<file path="src/rtl/mux_pkg.sv">
// rtl/mux_pkg.sv - shared mode encodings and channel-index helper for mux_n_1_rr
package mux_pkg;

    localparam logic MODE_SEL = 1'b0;
    localparam logic MODE_RR  = 1'b1;

    // Next channel after idx, wrapping explicitly so non-power-of-2 counts work
    function automatic int unsigned wrap_inc(input int unsigned idx, input int unsigned n);
        return (idx == n - 1) ? 32'd0 : idx + 32'd1;
    endfunction

endpackage

</file>
<file path="src/rtl/rr_pick.sv">
// rtl/rr_pick.sv - rotating-priority encoder: first request at or after ptr, wrapping
module rr_pick #(
    parameter int N  = 8,
    parameter int SW = $clog2(N)
) (
    input  logic [N-1:0]  req,
    input  logic [SW-1:0] ptr,
    output logic          gnt_v,
    output logic [SW-1:0] g
);

    logic [N-1:0] upper;

    // Lowest request at or above ptr wins; otherwise fall back to the lowest overall
    always_comb begin
        upper = '0;
        g     = '0;
        for (int i = 0; i < N; i++) begin
            upper[i] = req[i] && (SW'(i) >= ptr);
        end
        gnt_v = |req;
        for (int i = N - 1; i >= 0; i--) begin
            if (req[i]) g = SW'(i);
        end
        if (|upper) begin
            for (int i = N - 1; i >= 0; i--) begin
                if (upper[i]) g = SW'(i);
            end
        end
    end

endmodule

</file>
<file path="src/rtl/mux_n_1_rr.sv">
// rtl/mux_n_1_rr.sv - N:1 registered mux with valid/ready, direct-select or round-robin
module mux_n_1_rr
    import mux_pkg::*;
#(
    parameter  int N  = 8,
    parameter  int W  = 3,
    localparam int SW = $clog2(N)
) (
    input  logic           clk,
    input  logic           rst_n,
    input  logic           mode,
    input  logic [SW-1:0]  s,
    input  logic [N*W-1:0] d,
    input  logic [N-1:0]   d_valid,
    output logic [N-1:0]   d_ready,
    output logic [W-1:0]   y,
    output logic           y_valid,
    input  logic           y_ready,
    output logic [SW-1:0]  y_ch
);

    logic          load;
    logic          sel_valid;
    logic          rr_gnt_v;
    logic [SW-1:0] rr_g;
    logic          gnt_v;
    logic [SW-1:0] g;
    logic [W-1:0]  g_data;
    logic [SW-1:0] ptr;

    rr_pick #(.N(N), .SW(SW)) u_rr_pick (
        .req   (d_valid),
        .ptr   (ptr),
        .gnt_v (rr_gnt_v),
        .g     (rr_g)
    );

    assign load = !y_valid || y_ready;

    // An out-of-range s matches no channel, so it never grants
    always_comb begin
        sel_valid = 1'b0;
        for (int i = 0; i < N; i++) begin
            if (s == SW'(i)) sel_valid = d_valid[i];
        end
    end

    always_comb begin
        if (mode == MODE_RR) begin
            gnt_v = rr_gnt_v;
            g     = rr_g;
        end else begin
            gnt_v = sel_valid;
            g     = s;
        end
    end

    always_comb begin
        g_data  = '0;
        d_ready = '0;
        for (int i = 0; i < N; i++) begin
            if (g == SW'(i)) g_data = d[i*W +: W];
            d_ready[i] = rst_n && load && gnt_v && (g == SW'(i));
        end
    end

    always_ff @(posedge clk or negedge rst_n) begin
        if (!rst_n) begin
            y       <= '0;
            y_valid <= 1'b0;
            y_ch    <= '0;
            ptr     <= '0;
        end else if (load) begin
            y_valid <= gnt_v;
            if (gnt_v) begin
                y    <= g_data;
                y_ch <= g;
                ptr  <= SW'(wrap_inc(32'(g), N));
            end
        end
    end

endmodule

</file>
<file path="config.mk">
export PLATFORM = sky130hd
export DESIGN_NAME = mux_n_1_rr
export DESIGN_NICKNAME = d
export VERILOG_FILES = /design/src/rtl/mux_pkg.sv /design/src/rtl/rr_pick.sv /design/src/rtl/mux_n_1_rr.sv
export SDC_FILE = /design/constraint.sdc
export NUM_CORES = 1
export LEC_CHECK = 0
export ABC_AREA = 1
export CAP_MARGIN = 20
export CORE_ASPECT_RATIO = 1.75
export CORE_MARGIN = 4
export CORE_UTILIZATION = 45
export DETAILED_ROUTE_END_ITERATION = 10
export GPL_TIMING_DRIVEN = 0
export HOLD_SLACK_MARGIN = 0.05
export PLACE_DENSITY = 0.92
export SLEW_MARGIN = 25
export SYNTH_ARGS = -nofsm -noshare
export SYNTH_HDL_FRONTEND = slang
export SYNTH_SLANG_ARGS = --single-unit
</file>
<file path="constraint.sdc">
create_clock -name clk -period 3.6 [get_ports clk]
set_input_delay 0.72 -clock clk [delete_from_list [all_inputs] [get_ports clk]]
set_output_delay 0.72 -clock clk [all_outputs]
set_load 0.01 [all_outputs]
</file>
---- Word level (Yosys, flattened, before mapping) ----
Index checks and enable logic that the tools add are counted.
word-level totals
  flip-flop bits (word level) ............. 10
  bits of input ports ..................... 39
  output and inout port bits .............. 15
  logic and storage cells ................. 88
operators by class
  $add $sub $neg .......................... 1
  $lt $le $gt $ge ......................... 8
  eq/ne operators ......................... 14
  mux-type cells .......................... 36
  reduce and logical (&&, ||, !) cells .... 25
operators with widths
  cell                                                               number
  two-way mux 3 bit                                                  27
  equality test 3 bit (second input constant)                        8
  logical AND 1 bit                                                  18
  OR reduction 8 bit                                                 2
  equality test 3 x 2 -> 1 bit (second input constant)               4
  greater-or-equal comparator 3 bit (first input constant)           4
  two-way mux 1 bit                                                  9
  equality test 3 x 1 -> 1 bit (second input constant)               2
  greater-or-equal comparator 1 x 3 -> 1 bit (first input constant)  2
  greater-or-equal comparator 2 x 3 -> 1 bit (first input constant)  2
  logical NOT 3 bit                                                  2
  adder 3 x 1 -> 3 bit (second input constant)                       1
  AND reduction 2 bit                                                1
  logical NOT 1 bit                                                  1
  logical OR 1 bit                                                   1

---- Logic depth before layout (Yosys ltp) ----
Gate-level depths: netlist (run 1).
  word-level depth ........................ 27
  mapped depth ............................ 28
  mapped depth without buffers ............ 28

---- Hierarchy ----
A second synthesis (run 1) with hierarchy kept.
unflattened totals
  cells, all modules ...................... 226
  area, all modules ....................... 1295.0 sq um
by module, submodules not included
  module      instances  cells each  area each (sq um)  sequential area each (sq um)
  mux_n_1_rr  1          171         1041.0             250.2
  rr_pick     1          55          254.0              0.0

---- Worst setup path after synthesis (run 1) ----
OpenSTA, ideal clock, no wires.
  path type ............................... input -> output
  start point ............................. in d_valid[6]
  end point ............................... out d_ready[1]
  arrival time ............................ 2.255 ns
  data required time ...................... 2.880 ns
  setup slack ............................. 0.625 ns
  stages on the path ...................... 18
  buffers on the path ..................... 0
  cells stage by stage .................... inv_1 -> a21oi_1 -> o21ai_0 -> nand2_1 -> nand2_1 -> nand2_1 -> nand2_1 -> nand2_1 -> nand2_1 -> nand2_1 -> nand2_1 -> nand2_1 -> nand2_1 -> nand3_1 -> nand2_1 -> ha_1 -> inv_1 -> nor3_1
on the way
  word-level cells in the longest chain between the ends .. 19
  elaborated cells between the ends (all ways) .. 26
  those cells by class .................... eq/ne (1); mux (20); reduce/logical (5)
RTL lines
  what                              RTL line          RTL
  start, declared                   mux_n_1_rr.sv:14  input logic [N-1:0] d_valid,
  two-way mux 3 bit (7 in series)   rr_pick.sv:23     if (req[i]) g = SW'(i);
  two-way mux 3 bit (8 in series)   rr_pick.sv:27     if (upper[i]) g = SW'(i);
  two-way mux 3 bit (*)             rr_pick.sv:25     if (|upper) begin
  two-way mux 3 bit (*)             mux_n_1_rr.sv:49  if (mode == MODE_RR) begin
  net g[0]                          mux_n_1_rr.sv:27  logic [SW-1:0] g;
  equality test 3 x 1 -> 1 bit (*)  mux_n_1_rr.sv:63  d_ready[i] = rst_n && load && gnt_v && (g == SW'(i));
  logical AND 1 bit (*)             mux_n_1_rr.sv:63
  end, declared                     mux_n_1_rr.sv:15  output logic [N-1:0] d_ready,
The timed path passes the listed nets; every way through them passes the cells marked *.

---- Final worst setup path (run 1) ----
  start point ............................. in d_valid[2]
  end point ............................... out d_ready[3]
on the way
  word-level cells in the longest chain between the ends .. 15
  elaborated cells between the ends (all ways) .. 26
  those cells by class .................... eq/ne (1); mux (20); reduce/logical (5)
RTL lines
  what                              RTL line
  two-way mux 3 bit (3 in series)   rr_pick.sv:23
  two-way mux 3 bit (8 in series)   rr_pick.sv:27
  two-way mux 3 bit (*)             rr_pick.sv:25
  two-way mux 3 bit (*)             mux_n_1_rr.sv:49
  net g[1]                          mux_n_1_rr.sv:27
  equality test 3 x 2 -> 1 bit (*)  mux_n_1_rr.sv:63
  logical AND 1 bit (*)             mux_n_1_rr.sv:63
Marked as above.

==> flow_summary.json, run 1 <==
{
  "clkLatencyLatePin_ns": 0.23,
  "min_path_type": "reg -> reg",
  "synth-adder-area-share": 0.0613,
  "die_h_um": 77.0,
  "die-area_um2": 3650,
  "grt_pass1_wl_mm": 5.61,
  "core_region_area_um2": 2550,
  "crit_type": "in -> out",
  "drtAntennaViolNets": 0,
  "clk_path_buf_depth": 2,
  "drcViolationCount": 0,
  "synth-seq-area-share": 0.204,
  "layout_commonest_cell": "nand2_1",
  "outcome": "complete, no violations",
  "cp_slowest_cell": "clkdlybuf4s50_1",
  "cts_tree": "yes",
  "die_w_um": 47.4,
  "layout-drive-gt1-share": 0.207,
  "fin_crit_sh": 0.982,
  "path_depth": 14,
  "cp-end-kind": "primary output",
  "track_usage": 0.200,
  "tightest_slew_ns": 0.474,
  "yosys.area.top_type": "nand2_1",
  "vias": 1559,
  "worstPathMaxFanout": 4,
  "place_congestion": 0.848,
  "power.leakage_uw": 0.000975,
  "synth_top_family_by_area": "simple AND/OR/NAND/NOR gates",
  "muxShareOfSynthArea": 0,
  "place_hpwl_mm": 2.81,
  "ys_ff_latch": 10,
  "setup_violations": 0,
  "vias_per_cell": 5.16,
  "rows": 24,
  "fin_skew_ns": 0.00284,
  "synth_area_leaders": "nand2_1, dfrtp_1, inv_1, nand3_1, ha_1",
  "synth_compound_area_frac": 0.133,
  "antenna_found_initial": 0,
  "syn_to_final_growth_pct": 58.5,
  "io_buffers": 53,
  "crit_required_ns": 2.88,
  "vdd_ir_drop_max_mv": 0.378,
  "dr.first_iter.drc_count": 33,
  "syn_avg_cell_area_um2": 5.67,
  "cp_top_family": "buffers and inverters",
  "cap_viol_max_count": 0,
  "synth_top_area_share": 0.224,
  "hold_path_depth": 2,
  "grt_pass1_vias": 1462,
  "critical_path.startpoint_type": "input port",
  "drt-wirelength-per-cell_um": 12.8,
  "cts_made_buffers": 3,
  "slowest_delay_ns": 0.40,
  "grt_overflow": 0,
  "first_pass_iters": 5,
  "start_util": 0.480,
  "clock_sinks": 10,
  "synth_cells": 216,
  "syn_area_um2": 1220,
  "finalCriticalPeriod_ns": 3.53,
  "crit_chain": "clkdlybuf4s50_1 -> inv_1 -> nand2_1 -> a21oi_1 -> o21ai_0 -> nand2_1 -> nand2_1 -> a31oi_4 -> inv_1 -> ha_4 -> ha_4 -> inv_1 -> nor2_1 -> buf_2",
  "final_cell_mix": "nand2_1, clkdlybuf4s50_1, inv_1",
  "yosys.area_share.simple": 0.461,
  "fmax_ghz": 0.283,
  "drv_slew": 0,
  "syn_nets": 261,
  "critPathBufInv": 5,
  "yosys_warnings": 0,
  "layout.nets": 322,
  "synth_xor_area_frac": 0,
  "grt_max_degree": 12,
  "instances_no_fill": 302,
  "clkTransAtPathRegs_ns": 0.05,
  "place_inst": 295,
  "cts_max_level": 1,
  "arrival_ns": 2.81,
  "antenna_cells": 0,
  "io-pin-count": 54,
  "cts_root_buf": "clkbuf_8",
  "final_hold_viol_count": 0,
  "maxSlewHeadroom": 0.683,
  "r2r_cells": 21,
  "finalPower_uw": 906,
  "setup_tns_ns": 0,
  "wirelength_mm": 3.86,
  "synth_cell_types": 23,
  "hold_ws_ns": 0.499,
  "grt_setup_unrepaired": "true",
  "cellPowerDensity_nw_per_um2": 466
}
## final timing paths
path,start,end,slack (ns)
worst max-delay path,d_valid[2],d_ready[3],0.07
worst min-delay path,y_ch[1],y_ch[1],0.50
worst max register to register,ptr[2],y[2],1.07
worst min register to register,y_ch[1],y_ch[1],0.50
max in group asynchronous,rst_n,y[2],2.46
min in group asynchronous,rst_n,y_valid,0.82
## per-layer routing
layer / GRT usage / wire length (µm)
met1: 0.179 / 1330
met2: 0.399 / 2230
met3: 0.0328 / 178
met4: 0.0582 / 110
met5: 0 / 0
## worst register-to-register path, delay by kind of cell, from the launching register on
family	cells	cell delay, ns
AOI/OAI and AO/OA	3	0.52
DFF	1	0.33
adders and majority gates	2	0.39
buffers and inverters	4	0.47
and+or+nand+nor	12	0.76
## cells by family (layout without fill, tap and decap cells)
family | Yosys count | in the layout
simple gates | 128 | 128
buf+inv | 42 | 102
compound gates | 30 | 30
flops | 10 | 10
fa+ha+maj | 6 | 6
## stage by stage
stage / cell area [µm²] / setup WS, ns / utilization
CTS: 1930 / 0.000172 / 0.756
global route: 1940 / -0.0444 / 0.761
detailed placement: 1790 / -0.626 / 0.700
finish: 1940 / 0.0658 / 0.761
floorplan: 1220 / 0.625 / -
global placement: 1790 / -0.571 / 0.700
## flip-flops by register name, summed over array words and instances (netlist names)
name	cells
ptr	3
y	3
y_valid	1
y_ch	3
## Yosys cell counts, drive strengths merged
| cell | n |
|---|---|
| a21oi | 10 |
| a31oi | 1 |
| inv | 40 |
| nand4 | 3 |
| nand3 | 17 |
| o22ai | 1 |
| or2 | 3 |
| nor3 | 2 |
| ha | 6 |
| buf | 2 |
| nor2 | 24 |
| o21ai | 17 |
| nand2 | 79 |
| dfrtp | 10 |
| o211ai | 1 |
## what timing repair did
item,in CTS,in global routing
hold buffers,0,0
gates resized for setup,39,19
pin swaps,2,1
buffers inserted,1,2
endpoints found under the setup margin,8,8
## where the power goes
group / internal (µW) / switching (µW)
Combinational: 261 / 333
Sequential: 151 / 24.6
Clock: 95.8 / 40.3
## layout make-up
| class | instances | area [µm²] |
|---|---|---|
| Sequential cell | 10 | 250 |
| Timing Repair Buffer | 56 | 509 |
| Fill cell | 182 | 611 |
| Multi-Input combinational cell | 164 | 922 |
| Tap cell | 26 | 32.5 |
| Clock buffer | 4 | 55.1 |
| Buffer | 2 | 22.5 |
| Inverter | 40 | 150 |
No activity file was read; power rests on OpenSTA's default activity.
==> inputs of run 2 (changes only) <==
--- a/config.mk
+++ b/config.mk
@@ -14,7 +14,7 @@
 export GPL_TIMING_DRIVEN = 0
 export HOLD_SLACK_MARGIN = 0.05
 export PLACE_DENSITY = 0.92
-export SLEW_MARGIN = 25
+export SLEW_MARGIN = 20
 export SYNTH_ARGS = -nofsm -noshare
 export SYNTH_HDL_FRONTEND = slang
 export SYNTH_SLANG_ARGS = --single-unit
==> results of run 2 <==
No change in the layout: final DEF, timing and power equal those of run 1.
